[src/rtl/shifter_pkg.sv]
// Shared codes for the operand-2 shifter: shift-type field values,
// single-step operations, FSM state encodings and the step limit.
package shifter_pkg;

  // Shift type field OPERAND2[6:5]
  localparam logic [1:0] SH_LSL = 2'b00;
  localparam logic [1:0] SH_LSR = 2'b01;
  localparam logic [1:0] SH_ASR = 2'b10;
  localparam logic [1:0] SH_ROR = 2'b11;

  // One-bit step operations performed by shift_step
  typedef enum logic [2:0] {
    OP_LSL = 3'd0,
    OP_LSR = 3'd1,
    OP_ASR = 3'd2,
    OP_ROR = 3'd3,
    OP_RRX = 3'd4
  } step_op_t;

  // Controller states
  localparam logic [1:0] ST_IDLE  = 2'd0;
  localparam logic [1:0] ST_SHIFT = 2'd1;
  localparam logic [1:0] ST_FIN   = 2'd2;

  // Longest operation: register LSL/LSR by 33 or more
  localparam int MAX_STEPS = 33;

endpackage

[src/rtl/shifter_operand_unit_shift_step.sv]
// One-bit shift/rotate step: moves the value one position and reports
// the bit that fell off the end as the new carry.
module shift_step
  import shifter_pkg::*;
#(
  parameter int DATA_W = 32
) (
  input  logic [DATA_W-1:0] value,
  input  logic              carry,
  input  step_op_t          op,
  input  logic              cin,
  output logic [DATA_W-1:0] next_value,
  output logic              next_carry
);

  // Single step for every operation; unknown codes leave value and carry alone
  always_comb begin
    next_value = value;
    next_carry = carry;
    case (op)
      OP_LSL: begin
        next_value = {value[DATA_W-2:0], 1'b0};
        next_carry = value[DATA_W-1];
      end
      OP_LSR: begin
        next_value = {1'b0, value[DATA_W-1:1]};
        next_carry = value[0];
      end
      OP_ASR: begin
        next_value = {value[DATA_W-1], value[DATA_W-1:1]};
        next_carry = value[0];
      end
      OP_ROR: begin
        next_value = {value[0], value[DATA_W-1:1]};
        next_carry = value[0];
      end
      OP_RRX: begin
        next_value = {cin, value[DATA_W-1:1]};
        next_carry = value[0];
      end
      default: begin
        next_value = value;
        next_carry = carry;
      end
    endcase
  end

endmodule

[src/rtl/shifter_operand_unit.sv]
// Iterative ARM operand-2 generator. Decodes the operand-2 field into a
// start value, a step operation and a step count, then shifts one bit
// per clock until the count is exhausted.
//
// Handshake: START is sampled only in IDLE; the edge that samples it is
// the accepting edge. BUSY is high for the N shifting cycles that follow,
// then DONE is high for exactly one cycle (cycle N+1 after the accept)
// and SHIFTER_OPERAND/SHIFTER_CARRY are valid from that cycle and held
// until the next accept. START while BUSY or DONE is dropped, not queued.
module shifter_operand_unit
  import shifter_pkg::*;
#(
  parameter int DATA_W = 32,
  parameter int CNT_W  = 6
) (
  input  logic              CLK,
  input  logic              RESET_N,
  input  logic              START,
  input  logic              IMM_FORM,
  input  logic [11:0]       OPERAND2,
  input  logic [DATA_W-1:0] RM_VAL,
  input  logic [DATA_W-1:0] RS_VAL,
  input  logic              CIN,
  output logic [DATA_W-1:0] SHIFTER_OPERAND,
  output logic              SHIFTER_CARRY,
  output logic              BUSY,
  output logic              DONE,
  output logic [1:0]        state_dbg
);

  logic [1:0]        state;
  logic [DATA_W-1:0] work;
  logic              work_carry;
  logic              cin_q;
  step_op_t          op;
  logic [CNT_W-1:0]  cnt;
  logic [DATA_W-1:0] res;
  logic              res_carry;

  logic [DATA_W-1:0] ld_val;
  step_op_t          ld_op;
  logic [CNT_W-1:0]  ld_cnt;

  logic [DATA_W-1:0] step_val;
  logic              step_carry;

  logic [4:0] sh;
  logic [1:0] sh_type;
  logic [7:0] rs_n;
  logic       unused_bits;

  assign sh          = OPERAND2[11:7];
  assign sh_type     = OPERAND2[6:5];
  assign rs_n        = RS_VAL[7:0];
  // Rm index and the upper Rs byte play no part in the shift itself
  assign unused_bits = ^{RS_VAL[DATA_W-1:8], OPERAND2[3:0]};

  // Decode operand-2 into start value, step operation and step count
  always_comb begin
    ld_val = RM_VAL;
    ld_op  = OP_LSL;
    ld_cnt = '0;
    if (IMM_FORM) begin
      ld_val = {{(DATA_W-8){1'b0}}, OPERAND2[7:0]};
      ld_op  = OP_ROR;
      ld_cnt = CNT_W'({OPERAND2[11:8], 1'b0});
    end else if (!OPERAND2[4]) begin
      case (sh_type)
        SH_LSL: begin
          ld_op  = OP_LSL;
          ld_cnt = CNT_W'(sh);
        end
        SH_LSR: begin
          ld_op  = OP_LSR;
          ld_cnt = (sh == 5'd0) ? CNT_W'(DATA_W) : CNT_W'(sh);
        end
        SH_ASR: begin
          ld_op  = OP_ASR;
          ld_cnt = (sh == 5'd0) ? CNT_W'(DATA_W) : CNT_W'(sh);
        end
        default: begin
          // ROR #0 encodes RRX: a single step pulling C into bit 31
          ld_op  = (sh == 5'd0) ? OP_RRX : OP_ROR;
          ld_cnt = (sh == 5'd0) ? CNT_W'(1) : CNT_W'(sh);
        end
      endcase
    end else if (!OPERAND2[7] && (rs_n != 8'd0)) begin
      case (sh_type)
        SH_LSL: begin
          ld_op  = OP_LSL;
          ld_cnt = (rs_n > 8'(MAX_STEPS)) ? CNT_W'(MAX_STEPS) : CNT_W'(rs_n);
        end
        SH_LSR: begin
          ld_op  = OP_LSR;
          ld_cnt = (rs_n > 8'(MAX_STEPS)) ? CNT_W'(MAX_STEPS) : CNT_W'(rs_n);
        end
        SH_ASR: begin
          // Past 32 steps the value is all sign bits; more steps change nothing
          ld_op  = OP_ASR;
          ld_cnt = (rs_n > 8'(DATA_W)) ? CNT_W'(DATA_W) : CNT_W'(rs_n);
        end
        default: begin
          // Multiples of 32 rotate a full turn so carry ends as Rm[31]
          ld_op  = OP_ROR;
          ld_cnt = (rs_n[4:0] == 5'd0) ? CNT_W'(DATA_W) : CNT_W'(rs_n[4:0]);
        end
      endcase
    end
    // Register shift by 0 and the non-data-processing form fall through
    // as LSL #0: Rm with carry unchanged.
  end

  shift_step #(
    .DATA_W(DATA_W)
  ) u_step (
    .value      (work),
    .carry      (work_carry),
    .op         (op),
    .cin        (cin_q),
    .next_value (step_val),
    .next_carry (step_carry)
  );

  // Controller: load on accept, step while counting, publish result into FIN
  always_ff @(posedge CLK or negedge RESET_N) begin
    if (!RESET_N) begin
      state      <= ST_IDLE;
      work       <= '0;
      work_carry <= 1'b0;
      cin_q      <= 1'b0;
      op         <= OP_LSL;
      cnt        <= '0;
      res        <= '0;
      res_carry  <= 1'b0;
    end else begin
      case (state)
        ST_IDLE: begin
          if (START) begin
            work       <= ld_val;
            work_carry <= CIN;
            cin_q      <= CIN;
            op         <= ld_op;
            cnt        <= ld_cnt;
            if (ld_cnt == '0) begin
              state     <= ST_FIN;
              res       <= ld_val;
              res_carry <= CIN;
            end else begin
              state <= ST_SHIFT;
            end
          end
        end
        ST_SHIFT: begin
          work       <= step_val;
          work_carry <= step_carry;
          cnt        <= cnt - CNT_W'(1);
          if (cnt == CNT_W'(1)) begin
            state     <= ST_FIN;
            res       <= step_val;
            res_carry <= step_carry;
          end
        end
        ST_FIN: begin
          state <= ST_IDLE;
        end
        default: begin
          state <= ST_IDLE;
        end
      endcase
    end
  end

  assign SHIFTER_OPERAND = res;
  assign SHIFTER_CARRY   = res_carry;
  assign BUSY            = (state == ST_SHIFT);
  assign DONE            = (state == ST_FIN);
  assign state_dbg       = state;

endmodule

[config.mk]
export PLATFORM = sky130hd
export DESIGN_NAME = shifter_operand_unit
export DESIGN_NICKNAME = d
export VERILOG_FILES = /design/src/rtl/shifter_pkg.sv /design/src/rtl/shifter_operand_unit_shift_step.sv /design/src/rtl/shifter_operand_unit.sv
export SDC_FILE = /design/constraint.sdc
export NUM_CORES = 1
export LEC_CHECK = 0
export ABC_AREA = 1
export CAP_MARGIN = 30
export CORE_MARGIN = 5
export CORE_UTILIZATION = 69
export DETAILED_ROUTE_END_ITERATION = 16
export DONT_BUFFER_PORTS = 1
export PLACE_DENSITY_LB_ADDON = 0.15
export SETUP_SLACK_MARGIN = 0.1
export SYNTH_ARGS = -nofsm -noshare
export SYNTH_HDL_FRONTEND = slang
export SYNTH_HIERARCHICAL = 1
export SYNTH_SLANG_ARGS = --single-unit
[constraint.sdc]
create_clock -name CLK -period 2.5 [get_ports CLK]
set_input_delay 0.25 -clock CLK [delete_from_list [all_inputs] [get_ports CLK]]
set_output_delay 0.25 -clock CLK [all_outputs]
set_load 0.02 [all_outputs]
After elaboration in Yosys (flattened, before gate mapping):

Index checks and enable logic that the tools add are counted.

* bitwise operators: 0
* eq/ne operators: 12
* reduce and logical (&&, ||, !) cells: 17
* order comparisons: 2
* muxes and demuxes: 37
* divide/modulo/power cells: 0
* shift operators: 0
* $mul: 0
* add/subtract/negate cells: 1

Operators with widths (count)
* $mux 32: 5
* $pmux 32 s5: 1
* $pmux 32 s2: 2
* $mux 6: 8
* $pmux 6 s2: 3
* $gt 8x6->1 const B: 2
* $logic_not 5->1: 2
* $mux 3: 3
* $pmux 3 s3: 1
* $mux 2: 4
* $reduce_bool 8->1: 1
* $eq 3x2->1 const B: 2
* $eq 6x1->1 const B: 1
* $logic_not 6->1: 1
* $pmux 1 s2: 3
* $pmux 2 s3: 1
* $reduce_and 2->1: 3
* $sub 6x1->6 const B: 1
* $mux 5: 1
* $eq 2x1->1 const B: 2
* $eq 2x2->1 const B: 2
* $logic_not 2->1: 2
* $mux 1: 4
* $ne 2x2->1 const B: 2
* other kinds (11): 12

* word-level logic and storage cells: 77
* bits of input ports: 81
* output and inout port bits: 37
* ROM bits: 0
* memories: 0
* register bits: 78
* RAM bits: 0
* bits in latches: 0

Depth between registers and ports, before layout:

* word-level depth: 10
* mapped depth: 18

Cells and area by module:

The synthesis kept the hierarchy.

Modules (own cells, without submodules)
* shifter_operand_unit: cells each 570, area each 4137.7 µm², seq. area each 1951.9 µm², times used 1
* shift_step: cells each 190, area each 867.1 µm², seq. area each 0.0 µm², times used 1

Worst setup path after synthesis:

Ideal clock, no wire load.

* path kind: reg-to-reg
* start: reg state[0] (netlist: state_dbg[0])
* end: reg res[30] (netlist: SHIFTER_OPERAND[30])
* data required time: 2.383 ns
* path buffers: 2
* slack: 0.695 ns
* stages on the path, launching flop included: 8
* arrival time: 1.688 ns
* clock period less this slack: 1.805 ns
* path through: dfrtp_1 > inv_1 > nor2_1 > buf_2 > buf_1 > o21ai_0 > nand3_1 > nand2_1

* longest elaborated chain between the ends: 3
* elaborated cells on any way between the ends: 8

Ends and longest elaborated chain
* from (decl): RTL line shifter_operand_unit.sv:31 `logic [1:0] state;`
* from (signal assigned): RTL line shifter_operand_unit.sv:127 `state <= ST_IDLE;`
* from (signal assigned): RTL line shifter_operand_unit.sv:145 `state <= ST_FIN;`
* from (signal assigned): RTL line shifter_operand_unit.sv:149 `state <= ST_SHIFT;`
* $eq 2x1->1 *
* net BUSY: RTL line shifter_operand_unit.sv:26 `output logic BUSY,`
* $ne 2x1->1 (no source line) or $reduce_bool 2->1 (tied branches)
* $reduce_and 4->1 (no source line)
* to (signal assigned): RTL line shifter_operand_unit.sv:146 `res <= ld_val;`
* to (signal assigned): RTL line shifter_operand_unit.sv:159 `res <= step_val;`
* to (decl): RTL line shifter_operand_unit.sv:37 `logic [DATA_W-1:0] res;`

The timed path passes the listed nets; every way through them passes the cells marked *.
A chain may end at the register's enable or synchronous reset.

Worst setup path in the final report:

* start: reg state[1] (netlist: state_dbg[1])
* end: reg work_carry

* longest elaborated chain between the ends: 3
* elaborated cells on any way between the ends: 6

Ends and longest elaborated chain
* $eq 2x1->1 or $logic_not 2->1 (tied branches): RTL line shifter_operand_unit.sv:136 `case (state)`
* $reduce_bool 2->1 (no source line) or $ne 2x2->1 (tied branches)
* $reduce_and 2->1 (no source line)
* to (signal assigned): RTL line shifter_operand_unit.sv:155 `work_carry <= step_carry;`
* to (decl): RTL line shifter_operand_unit.sv:33 `logic work_carry;`

Parallel ways exist; a longest one is shown, timed or not.

==> results.txt <==
----------------------------------------------------
[GRT]
  Global-route usage over all layers ... 0.290
  Total grt overflow ... 0
  Routing usage on met3 ... 0.0568
  Met2 Track Usage GR ... 0.485
  Global routing met1 resource utilization ... 0.378
  Vias in the first global route ... 4,587
  Initial antenna violation count ... 0
  Global-route wire length before repair ... 21,000 um
  Largest net degree at the start of global routing ... 79
  Most Used Layer, Global Route ... met2

[CTS]
  CTS max path bufs ... 2
  TritonCTS clock tree ... built
  Root Driver ... sky130_fd_sc_hd__clkbuf_8
  Number of gates given a new drive strength after cts ... 0
  Clock latency on the worst-skew pair ... 0.36 ns
  CTS Sinks ... 78
  Number of levels the H-tree was split into ... 3
  Total clock buffers created by CTS ... 9
  Clock-pin transition on the worst setup and hold timing paths ... 0.08 ns

[Floorplanning]
  Initial standard-cell utilization of the core ... 0.697
  Area of the core ... 7180 um2
  Width of the chip ... 95.2 um
  Row count ... 31
  Total Die Area ... 9060 um2
  Die Ht ... 95.2 um
  Ports ... 118

[STA]
  Slew @ Worst Pin ... 0.473 ns
  Final worst-path setup slack ... 0.389 ns
  Worst slew margin relative to its limit ... 0.683
  Post-layout minimum cycle time ... 2.11 ns
  Period Utilization, post-route ... 0.845
  Final count of pins violating max slew ... 0
  RSZ-0062 raised after global routing ... no
  Endpoints failing setup ... 0
  Fmax ... 0.474 GHz
  Final setup TNS ... 0 ns
  Count of endpoints failing hold in the final timing report ... 0
  Setup Skew ... 0.0167 ns

[Placement]
  RD Place Congestion ... 0.855
  Buffers on Ports ... 0
  Placed wire-length estimate ... 8390 um
  Post-placement setup slack ... 0.181 ns
  DP Area ... 4980 um2

[Synth]
  Post-synthesis xor/xnor area fraction ... 0.00700
  Fraction of the mapped netlist area in compound gates ... 0.0803
  Synth cell types ... 33
  Adder and majority gate portion of the synthesized area ... 0.0150
  Sequential fraction of the synthesis area ... 0.390
  Nets in the synthesized netlist ... 847
  Post-synthesis instance total ... 760
  Fraction of the mapped netlist area in simple logic gates ... 0.418
  Multiplexer area fraction after synthesis ... 0
  Largest family of logic cells by synthesized area ... simple AND/OR/NAND/NOR gates
  Fraction of post-synthesis cell area in the top cell type by area ... 0.390
  Synthesized area per cell ... 6.59 um2
  Cells taking the most area after synthesis ... sky130_fd_sc_hd__dfrtp_1, sky130_fd_sc_hd__nand2_1, sky130_fd_sc_hd__nand3_1
  Ys Warns ... 6
  Number of synthesized register bits ... 78
  Area leader, netlist ... sky130_fd_sc_hd__dfrtp_1
  Total standard cell area after synthesis ... 5000 um2

[Power and ir drop]
  Combinational share of power ... 0.050
  Leak Pwr ... 0.00285 uW
  Int Pwr ... 1790 uW
  Switching power summed over all nets ... 571 uW
  Sequential cell fraction of total power ... 0.534
  PnR Total Power ... 2360 uW
  Peak supply drop ... 0.273 mV
  Net switching fraction of the power ... 0.242
  Power share of the clock group ... 0.416
  Power per standard cell area ... 452 nW/um2

[Flow run]
  Maximum capacitance violations ... 0

[Setup path]
  R2r worst-path depth ... 9
  Required time worst endpoint ... 2.77 ns
  Worst setup path class ... register to register
  Worst Path Arrival ... 2.38 ns
  Worst Path Max Fanout ... 39
  Nature of the critical path startpoint ... register
  Critical path capture point type ... register

[Routing]
  Initial DRT Pass Iterations ... 5
  Initial drt markers ... 360
  Wire length per cell ... 14.7 um
  Total DRC errors in the routed layout ... 0
  Final Routed Wirelength ... 12,500 um
  Via count normalized by instance count ... 5.67
  Via count ... 4,795
  Antenna-violating nets left ... 0

[Cells and area]
  Layout overhead on the synthesized area ... 4.33%
  Area of all placed cells without fillers ... 5220 um2
  NumNets Final ... 829
  Layout cell share with drive strength beyond 1 ... 0.0710
  Number of filler cells placed in the layout ... 607
  Number of diodes added for antenna fixing ... 0

[Min path]
  Hold Path Class ... input port to register
  Hold Path Depth ... 2

[Outcome]
  Outcome ... finished clean

----------------------------------------------------
==> cell usage after synthesis, drive strengths merged <==
| master | number |
|---|---|
| a21oi | 24 |
| a22oi | 2 |
| a31oi | 5 |
| buf | 27 |
| clkbuf | 14 |
| dfrtp | 78 |
| ha | 6 |
| inv | 57 |
| nand2 | 342 |
| nand3 | 81 |
| nand3b | 2 |
| nand4 | 4 |
| nor2 | 70 |
| nor3 | 2 |
| o211ai | 3 |
| o21ai | 35 |
| o221ai | 2 |
| o22ai | 2 |
| xnor2 | 2 |
| xor2 | 2 |
==> area by class of cell <==
cell class                      count  area, um2  area share
Clock buffer                       10        138      0.0264
Timing Repair Buffer               12        113      0.0216
Tap cell                           99        124      0.0237
Inverter                           57        214      0.0410
Sequential cell                    78       1950       0.374
Multi-Input combinational cell    584       2610       0.500
Clock inverter                      6       68.8      0.0132
==> registers in the layout, indices dropped and copies added (netlist names) <==
name             flops
SHIFTER_CARRY        1
SHIFTER_OPERAND     32
cin_q                1
cnt                  6
op                   3
state_dbg            2
work                32
work_carry           1
==> power by group through the flow <==
stage,Sequential (uW),Clock [uW],Combinational (uW)
floorplan,1290,0,72.4
global placement,1290,0,82.9
detailed placement,1290,0,85.6
CTS,1260,999,118
global route,1260,1060,135
finish,1260,982,118
==> metrics by stage <==
stage,util,hold slack (ns),instances
2_1_floorplan,-,-0.0456,760
3_3_place_gp,0.694,-0.0437,828
3_5_place_dp,0.694,-0.0435,828
4_1_cts,0.728,0.00982,846
5_1_grt,0.728,0.0226,846
6_report,0.728,0.0199,846
==> placed cells by master, fill, tap and decap left out <==
cell                            instances
sky130_fd_sc_hd__a21oi_2                1
sky130_fd_sc_hd__nand4_1                4
sky130_fd_sc_hd__dlygate4sd3_1          1
sky130_fd_sc_hd__xor2_1                 2
sky130_fd_sc_hd__nand3b_1               2
sky130_fd_sc_hd__buf_4                 10
sky130_fd_sc_hd__a21oi_1               23
sky130_fd_sc_hd__xnor2_1                2
sky130_fd_sc_hd__o21ai_0               31
sky130_fd_sc_hd__o22ai_1                2
sky130_fd_sc_hd__clkbuf_8              10
sky130_fd_sc_hd__nor2_8                 1
sky130_fd_sc_hd__o21ai_2                1
sky130_fd_sc_hd__ha_1                   6
sky130_fd_sc_hd__nor2_2                 2
sky130_fd_sc_hd__o21ai_1                3
sky130_fd_sc_hd__nand2_2                9
sky130_fd_sc_hd__nor3_1                 2
sky130_fd_sc_hd__buf_16                 1
sky130_fd_sc_hd__nor2_4                 2
sky130_fd_sc_hd__a22oi_1                2
sky130_fd_sc_hd__dfrtp_1               78
sky130_fd_sc_hd__nor2_1                65
sky130_fd_sc_hd__o221ai_1               2
sky130_fd_sc_hd__bufinv_16              1
sky130_fd_sc_hd__inv_6                  1
sky130_fd_sc_hd__inv_2                  4
sky130_fd_sc_hd__clkinvlp_4             1
sky130_fd_sc_hd__nand3_1               79
sky130_fd_sc_hd__nand2_1              329
sky130_fd_sc_hd__a31oi_1                5
sky130_fd_sc_hd__clkinv_2               1
sky130_fd_sc_hd__inv_1                 53
sky130_fd_sc_hd__clkinv_4               2
sky130_fd_sc_hd__nand3_2                2
sky130_fd_sc_hd__o211ai_1               3
sky130_fd_sc_hd__nand2_4                4
==> cells by family after synthesis <==
kind of cell / Yosys count
AO/OA/AOI/OAI: 73
XOR/XNOR: 4
adder cells (fa/ha/maj): 6
buffers and inverters: 98
flip-flops: 78
AND/OR/NAND/NOR: 501
==> routing by layer <==
| layer | wire, um | share of wire |
|---|---|---|
| met2 | 5970 | 0.48 |
| met5 | 0 | 0 |
| met3 | 1060 | 0.085 |
| met4 | 182 | 0.015 |
| met1 | 5240 | 0.42 |
==> path summary, 6_finish.rpt <==
check	start	endpoint	slack, ns
min in group asynchronous	RESET_N	SHIFTER_OPERAND[31]$_DFFE_PN0P_	0.46
max in group asynchronous	RESET_N	SHIFTER_OPERAND[1]$_DFFE_PN0P_	1.73
max reg2reg	state_dbg[1]$_DFFE_PN0P_	work_carry$_DFFE_PN0P_	0.39
min	CIN	cin_q$_DFFE_PN0P_	0.02
max	state_dbg[1]$_DFFE_PN0P_	work_carry$_DFFE_PN0P_	0.39
min reg2reg	cin_q$_DFFE_PN0P_	cin_q$_DFFE_PN0P_	0.50
==> worst max-delay path, stage by stage (launching register included) <==
cell,delay (ns)
sky130_fd_sc_hd__dfrtp_1,0.50
sky130_fd_sc_hd__inv_1,0.12
sky130_fd_sc_hd__nand2_1,0.06
sky130_fd_sc_hd__nor2_1,0.37
sky130_fd_sc_hd__nor2_2,0.09
sky130_fd_sc_hd__buf_4,0.29
sky130_fd_sc_hd__inv_1,0.12
sky130_fd_sc_hd__buf_4,0.28
sky130_fd_sc_hd__nor2_1,0.07
sky130_fd_sc_hd__a31oi_1,0.14
==> what timing repair did <==
action / 4_1_cts / 5_1_grt
hold buffers: 2 / 0
endpoints found under the setup margin: 0 / 0
hold endpoints to repair: 78 / 0
setup buffers: 0 / 0
Note: power is estimated with default switching activity, not from simulation.
